<file path="src/rtl/uart_rx_os.sv">
// uart_rx_os -- oversampling UART receiver.
// Synchronises RxD, votes 2-of-3 samples around mid-bit and reports
// framing, parity and break conditions alongside a one-cycle rx_valid.
// Optional feature macro: UART_RX_PARITY_EN. When defined, frames carry a
// parity bit (even/odd per PARITY_ODD). When undefined, parity_err is tied low.
module uart_rx_os #(
    parameter int CLK_FREQ   = 100_000_000,
    parameter int BAUD_RATE  = 9_600,
    parameter int OVERSAMPLE = 16,
    parameter int DATA_BITS  = 8,
    parameter int PARITY_ODD = 0
) (
    input  logic                 clk,
    input  logic                 reset,
    input  logic                 RxD,
    output logic [DATA_BITS-1:0] rx_data,
    output logic                 rx_valid,
    output logic                 frame_err,
    output logic                 parity_err,
    output logic                 break_det,
    output logic                 busy
);

    localparam int DIV_RAW = CLK_FREQ / (BAUD_RATE * OVERSAMPLE);
    localparam int DIV     = (DIV_RAW < 1) ? 1 : DIV_RAW;
    localparam int DW      = (DIV > 1) ? $clog2(DIV) : 1;
    localparam int SW      = $clog2(OVERSAMPLE);
    localparam int BW      = 4;
    localparam int MID     = OVERSAMPLE / 2;

    // Reject parameter sets the sampling scheme cannot support.
    if (OVERSAMPLE < 8 || (OVERSAMPLE % 2) != 0) begin : g_bad_oversample
        $error("uart_rx_os: OVERSAMPLE must be even and at least 8");
    end
    if (DATA_BITS < 5 || DATA_BITS > 9) begin : g_bad_data_bits
        $error("uart_rx_os: DATA_BITS must be in 5..9");
    end
    if (PARITY_ODD != 0 && PARITY_ODD != 1) begin : g_bad_parity_odd
        $error("uart_rx_os: PARITY_ODD must be 0 or 1");
    end

    typedef enum logic [2:0] {
        S_IDLE,
        S_START,
        S_DATA,
`ifdef UART_RX_PARITY_EN
        S_PARITY,
`endif
        S_STOP,
        S_BREAK
    } state_t;

    state_t                 state;
    logic                   sync1;
    logic                   rxs;
    logic [DW-1:0]          div_cnt;
    logic [SW-1:0]          scnt;
    logic [BW-1:0]          bcnt;
    logic                   samp0;
    logic                   samp1;
    logic [DATA_BITS-1:0]   shreg;
`ifdef UART_RX_PARITY_EN
    logic                   par_bad;
`endif

    logic                   tick;
    logic                   start_edge;
    logic                   at_vote;
    logic                   at_wrap;
    logic                   voted;

    // Two-flop synchroniser; resets to the idle (high) line level.
    always_ff @(posedge clk) begin
        // NOTE: registers use non-blocking assignments so every flop samples the pre-edge values.
        if (reset) begin
            sync1 <= 1'b1;
            rxs   <= 1'b1;
        end else begin
            sync1 <= RxD;
            rxs   <= sync1;
        end
    end

    // Decode the tick, the sample-point strobes and the 2-of-3 vote.
    always_comb begin
        // NOTE: each signal gets a default first so no path leaves it unassigned (no latch).
        tick       = 1'b0;
        start_edge = 1'b0;
        at_vote    = 1'b0;
        at_wrap    = 1'b0;
        voted      = 1'b1;
        tick       = (div_cnt == DW'(DIV - 1));
        start_edge = (state == S_IDLE) && !rxs;
        at_vote    = tick && (scnt == SW'(MID + 1));
        at_wrap    = tick && (scnt == SW'(OVERSAMPLE - 1));
        voted      = (samp0 & samp1) | (samp0 & rxs) | (samp1 & rxs);
    end

    // Tick divider, re-phased to the start edge so samples land mid-bit.
    always_ff @(posedge clk) begin
        if (reset || start_edge) begin
            div_cnt <= '0;
        end else if (tick) begin
            div_cnt <= '0;
        end else begin
            div_cnt <= div_cnt + 1'b1;
        end
    end

    // Receive FSM: sample counting, bit assembly and registered outputs.
    always_ff @(posedge clk) begin
        if (reset) begin
            state      <= S_IDLE;
            scnt       <= '0;
            bcnt       <= '0;
            samp0      <= 1'b1;
            samp1      <= 1'b1;
            // NOTE: the shift register is small control state, so it is reset like any other flop.
            shreg      <= '0;
            rx_data    <= '0;
            rx_valid   <= 1'b0;
            frame_err  <= 1'b0;
            parity_err <= 1'b0;
            break_det  <= 1'b0;
            busy       <= 1'b0;
`ifdef UART_RX_PARITY_EN
            par_bad    <= 1'b0;
`endif
        end else begin
            rx_valid <= 1'b0;

            if (tick && state != S_IDLE && state != S_BREAK) begin
                if (scnt == SW'(MID - 1)) samp0 <= rxs;
                if (scnt == SW'(MID))     samp1 <= rxs;
                scnt <= at_wrap ? '0 : scnt + 1'b1;
            end

            case (state)
                S_IDLE: begin
                    if (!rxs) begin
                        state <= S_START;
                        busy  <= 1'b1;
                        scnt  <= '0;
                        bcnt  <= '0;
                    end
                end

                S_START: begin
                    if (at_vote && voted) begin
                        // Start bit did not hold low: treat as a glitch.
                        state <= S_IDLE;
                        busy  <= 1'b0;
                    end else if (at_wrap) begin
                        state <= S_DATA;
                    end
                end

                S_DATA: begin
                    if (at_vote) begin
                        shreg <= {voted, shreg[DATA_BITS-1:1]};
                        bcnt  <= bcnt + 1'b1;
                    end
                    if (at_wrap && bcnt == BW'(DATA_BITS)) begin
`ifdef UART_RX_PARITY_EN
                        state <= S_PARITY;
`else
                        state <= S_STOP;
`endif
                    end
                end

`ifdef UART_RX_PARITY_EN
                S_PARITY: begin
                    if (at_vote) begin
                        par_bad <= voted ^ (^shreg) ^ PARITY_ODD[0];
                    end
                    if (at_wrap) begin
                        state <= S_STOP;
                    end
                end
`endif

                S_STOP: begin
                    // Finish at the stop-bit vote so a following start edge is not missed.
                    if (at_vote) begin
                        rx_data   <= shreg;
                        rx_valid  <= 1'b1;
                        frame_err <= ~voted;
`ifdef UART_RX_PARITY_EN
                        parity_err <= par_bad;
`else
                        parity_err <= 1'b0;
`endif
                        if (voted) begin
                            state <= S_IDLE;
                            busy  <= 1'b0;
                        end else begin
                            state     <= S_BREAK;
                            break_det <= 1'b1;
                        end
                    end
                end

                S_BREAK: begin
                    if (rxs) begin
                        state     <= S_IDLE;
                        busy      <= 1'b0;
                        break_det <= 1'b0;
                    end
                end

                default: begin
                    state <= S_IDLE;
                    busy  <= 1'b0;
                end
            endcase
        end
    end

endmodule

</file>
<file path="config.mk">
export PLATFORM = sky130hd
export DESIGN_NAME = uart_rx_os
export DESIGN_NICKNAME = d
export VERILOG_FILES = /design/src/rtl/uart_rx_os.sv
export SDC_FILE = /design/constraint.sdc
export NUM_CORES = 1
export LEC_CHECK = 0
export ABC_AREA = 1
export BUFFER_PORTS_ARGS = -buffer_cell sky130_fd_sc_hd__buf_2
export CORE_MARGIN = 2
export CORE_UTILIZATION = 33
export CTS_BUF_LIST = sky130_fd_sc_hd__clkbuf_2
export CTS_CLUSTER_SIZE = 30
export DETAILED_ROUTE_END_ITERATION = 12
export PLACE_DENSITY_LB_ADDON = 0.05
export SKIP_LAST_GASP = 1
export SLEW_MARGIN = 10
export SYNTH_ARGS = -nofsm -noshare
export SYNTH_HDL_FRONTEND = slang
export SYNTH_SLANG_ARGS = --single-unit
</file>
<file path="constraint.sdc">
create_clock -name clk -period 2.15 [get_ports clk]
set_input_delay 0.215 -clock clk [delete_from_list [all_inputs] [get_ports clk]]
set_output_delay 0.215 -clock clk [all_outputs]
set_load 0.02 [all_outputs]
</file>
---- After elaboration in Yosys (flattened, before gate mapping) ----
Index checks and enable logic that the tools add are counted.
word-level totals
  bits in registers ....................... 45
  output and inout bits ................... 13
  logic and storage cells ................. 93
operators by class
  bitwise gates (word level) .............. 8
  reduce and logical (&&, ||, !) cells .... 23
  equal/unequal tests ..................... 20
  multiplexer cells ....................... 25
  $add $sub $neg .......................... 3
operators by type and width
  operator                                       number
  two-way mux 4 bit                              6
  two-way mux 3 bit                              7
  == test 4 bit, second input constant           4
  != test 2 bit, second input constant           8
  case mux 3 bit (5 select lines)                1
  adder 10 x 1 -> 10 bit, second input constant  1
  == test 10 bit, second input constant          1
  adder 4 x 1 -> 4 bit, second input constant    2
  two-way mux 1 bit                              8
  case mux 4 bit (2 select lines)                1
  AND reduction 2 bit                            4
  logical AND 1 bit                              7
  == test 3 x 2 -> 1 bit, second input constant  2
  != test 3 bit, second input constant           2
  AND reduction 6 bit                            1
  case mux 1 bit (5 select lines)                1
  AND reduction 5 bit                            1
  == test 4 x 3 -> 1 bit, second input constant  1
  AND reduction 4 bit                            1
  nonzero test 2 bit                             2
  OR reduction 2 bit                             2
  bitwise AND 1 bit                              3
  == test 3 x 1 -> 1 bit, second input constant  1
  == test 3 bit, second input constant           1
  other kinds (8)                                11

---- Longest topological paths before layout ----
  depth in word-level cells ............... 6
  mapped depth ............................ 12
  gate-level depth less buffers ........... 12

---- Least setup slack after synthesis ----
No wires, ideal clock.
  path type ............................... register to register
  start ................................... reg div_cnt[0]
  end ..................................... reg samp0
  data required time ...................... 2.026 ns
  arrival ................................. 1.389 ns
  slack ................................... 0.637 ns
  cell stages (with the launch flop) ...... 12
  library setup time ...................... 0.124 ns
  cells stage by stage .................... dfxtp_1 inv_1 ha_1 nand3_2 nor2_4 nand2_2 nor2_4 inv_2 nor2_4 nand2_2 nand2_1 o211ai_2
between the ends
  word-level cells in the longest chain between the ends .. 4
ends and longest elaborated chain
  element                          line  text
  from (decl)                      56    logic [DW-1:0] div_cnt;
  from (signal assigned)           106   div_cnt <= div_cnt + 1'b1;
  == test 10 bit                   92    tick = (div_cnt == DW'(DIV - 1));
  logical AND 1 bit (2 in series)  132   if (tick && state != S_IDLE && state != S_BREAK) begin
  AND reduction 2 bit (no line)    n/a
  to (signal assigned)             133   if (scnt == SW'(MID - 1)) samp0 <= rxs;
  to (decl)                        59    logic samp0;
Every way passes these cells.
A chain may end at the register's enable or synchronous reset.

---- Worst setup path after layout ----
  start ................................... reg div_cnt[0]
  end ..................................... reg shreg[7]
between the ends
  word-level cells in the longest chain between the ends .. 3
ends and longest elaborated chain
  element                        line  text
  == test 10 bit                 92
  logical AND 1 bit              94    at_vote = tick && (scnt == SW'(MID + 1));
  AND reduction 2 bit (no line)  n/a
  to (signal assigned)           160   shreg <= {voted, shreg[DATA_BITS-1:1]};
  to (decl)                      61    logic [DATA_BITS-1:0] shreg;
Every way passes these cells.

==> impl_metrics.tcl <==
set metrics [dict create \
    status "finished clean" \
    synth_area_leaders "dfxtp_1, a21oi_1, nand2_1" \
    cts_tree "yes" \
    antenna_cells 0 \
    synth_cell_types 39 \
    finalWeightedCongestion 0.7624 \
    crit_slowest_cell "dfxtp_1" \
    setup_viol 0 \
    io_buffers 14 \
    r2r_end "shreg[7]" \
    ys_ff_latch 45 \
    synth_compound_area_share_pct 14.49 \
    drive_above_1_share_pct 23.16 \
    synth_top_area_cell "dfxtp_1" \
    drtIter0Drc 59 \
    viasPerCell 4.652 \
    final_cell_mix "dfxtp_1, nand2_1, inv_1, a21oi_1, nor2_1" \
    ant_nets 0 \
    crit_cells 9 \
    synth_top_family_by_area "simple AND/OR/NAND/NOR gates" \
    ioPinCount 16 \
    fin_setup_tns_ns 0 \
    ir_worst_vdd_uv 475.3 \
    grt_max_degree 25 \
    mostFrequentLayoutCell "dfxtp_1" \
    die_h_um 85.20 \
    ys.warnings.count 0 \
    dieWidth_um 85.20 \
    yosys.area_share.xor_xnor_pct 0.8051 \
    fp-row-count 29 \
    ys_seq_area_share_pct 41.40 \
    synthesis.area_sq_um 2176 \
    ys_async_sr_fraction_pct 0 \
    max_freq_mhz 585.3 \
    area_growth_pct 10.18 \
    cp_common_cell "inv_1" \
    synth_cells 265 \
    clkSinkCount 45 \
    total_power_mw 2.011 \
    muxShareOfSynthArea_pct 0 \
    wirelength_um 4233 \
    core_area_sq_um 6350 \
    crit_start "div_cnt[0]" \
    fin_area_sq_um 2397 \
    max_stage_delay_ns 0.39 \
    final_cell_count_no_fill 362 \
    power_leakage_nw 0.9228 \
    slew_headroom_pct 67.17 \
    clockRootBuffer "clkbuf_2" \
    dp_cells 353 \
    placed_area_sq_um 2316 \
    arrival_ns 2.07 \
    synth.top_cell.area_share_pct 41.40 \
    cap_viol_max_count 0 \
    fin_ws_ns 0.4415 \
    grt_first_pass_wirelength_um 7638 \
    cp.required_ns 2.51 \
    die_area_sq_um 7259 \
    synth_fp_nets 275 \
    synth_edf_count 0 \
    yosys.area_share.simple_pct 30.82 \
    critPathMaxFanout 15 \
    hp-class "in -> reg" \
    r2r-start "div_cnt[0]" \
    nets 294 \
    min_period_ns 1.708 \
    hold_slack_ns 0.05917 \
    start_util_pct 34.27 \
    clkTransAtPathRegs_ns 0.26 \
    dr.pass1.iters 4 \
    grt_usage_pct 13.15 \
    r2r_cells 9 \
    vias 1684 \
    dp_hpwl_um 3231 \
    hold_viol_final 0 \
    cts_max_level 2 \
    numCtsBuffers 5 \
    ys.flop_type "dfxtp_1" \
    cp_top_family "simple AND/OR/NAND/NOR gates" \
    worstMarginPinSlew_ns 0.4862 \
    grt_overflow 0 \
    post-cts-setup-buffers 0 \
    path_buf_inv 2 \
    cts_buffer_depth 2 \
    finalCritPeriodShare_pct 79.46 \
    place_worst_setup_slack_ns 0.4221 \
    r2r_slack_ns 0.44 \
    setup.worst_path.end_class "register" \
    utilization_pct 37.75 \
    crit_chain "inv_1 -> ha_1 -> nand3_2 -> nor3_4 -> nand2_4 -> nor2_8 -> inv_1 -> o21ai_0 -> a21oi_1" \
    final.setup_skew_ns 0.02118 \
    rsz0062_at_grt "no" \
    drc 0 \
    routedWlPerCell_um 11.69 \
    path_class "reg -> reg" \
    antenna_found_initial 0 \
    crit_end "shreg[7]" \
    start_kind "register" \
    insertion_delay_ns 0.42 \
    synth_area_per_cell_sq_um 8.211 \
    finalMaxSlewViolations 0 \
    p_per_area_nw_per_um2 838.9 \
    synthAdderAreaFrac_pct 4.025 \
    grt_pass1_vias 1634 \
]
[where the power goes]
group          switching [mW]  internal [mW]
Clock                   0.292          0.198
Combinational           0.394          0.191
Sequential             0.0505          0.886
[sequential cells by signal, indices dropped and copies added (netlist names)]
name and cells:
scnt 4, frame_err 1, bcnt 4, rxs 1, samp1 1, shreg 8
div_cnt 10, busy 1, sync1 1, state 3, break_det 1, rx_valid 1
samp0 1, rx_data 8
[area by class of cell]
type | instances | area (sq um)
clock inverter | 3 | 46.29
tap | 77 | 96.34
inverter | 39 | 146.4
multi-input combinational | 177 | 1095
fill | 673 | 3953
sequential | 45 | 900.9
clock buffer | 5 | 25.02
timing repair buffer | 16 | 87.58
[cell usage after synthesis, types with 6 or more instances]
master   number
nand2_1      31
o21ai_0      14
nand3_1      11
o21ai_1       7
a21oi_1      24
inv_2         9
nand2_2       8
nor3_1        8
dfxtp_1      45
nor2_4        7
inv_1        29
ha_1          7
nor2_1       21
nand4_1       6
[per-layer routing]
metal | up-vias | track usage (%) | share of wire (%)
met5 | - | 0 | 0
met4 | 0 | 4.329 | 0.90
met3 | 5 | 2.918 | 2.3
met2 | 14 | 21.09 | 46
met1 | 754 | 17.55 | 51
li1 | 911 | - | -
[how the worst min path moves through the flow]
stage | slack [ns] | start | cells past startpoint | to
3_3_place_gp | 0.40 | RxD | 2 | sync1
6_report | 0.06 | reset | 2 | frame_err
2_1_floorplan | 0.28 | reset | 1 | frame_err
5_1_grt | 0.02 | reset | 2 | rx_valid
3_5_place_dp | 0.40 | RxD | 2 | sync1
4_1_cts | 0.03 | reset | 2 | frame_err
[repair_timing]
action	4_1_cts	5_1_grt
hold buffers	1	0
hold endpoints to repair	1	0
resized for setup	0	0
[logic make-up after synthesis]
logic type | count (synthesis)
xor gates and xnor gates | 2
DFF | 45
other | 1
buffers and inverters | 43
adders and majority gates | 7
and+or+nand+nor | 111
AOI/OAI and AO/OA | 56
No activity file was read; power rests on OpenSTA's default activity.
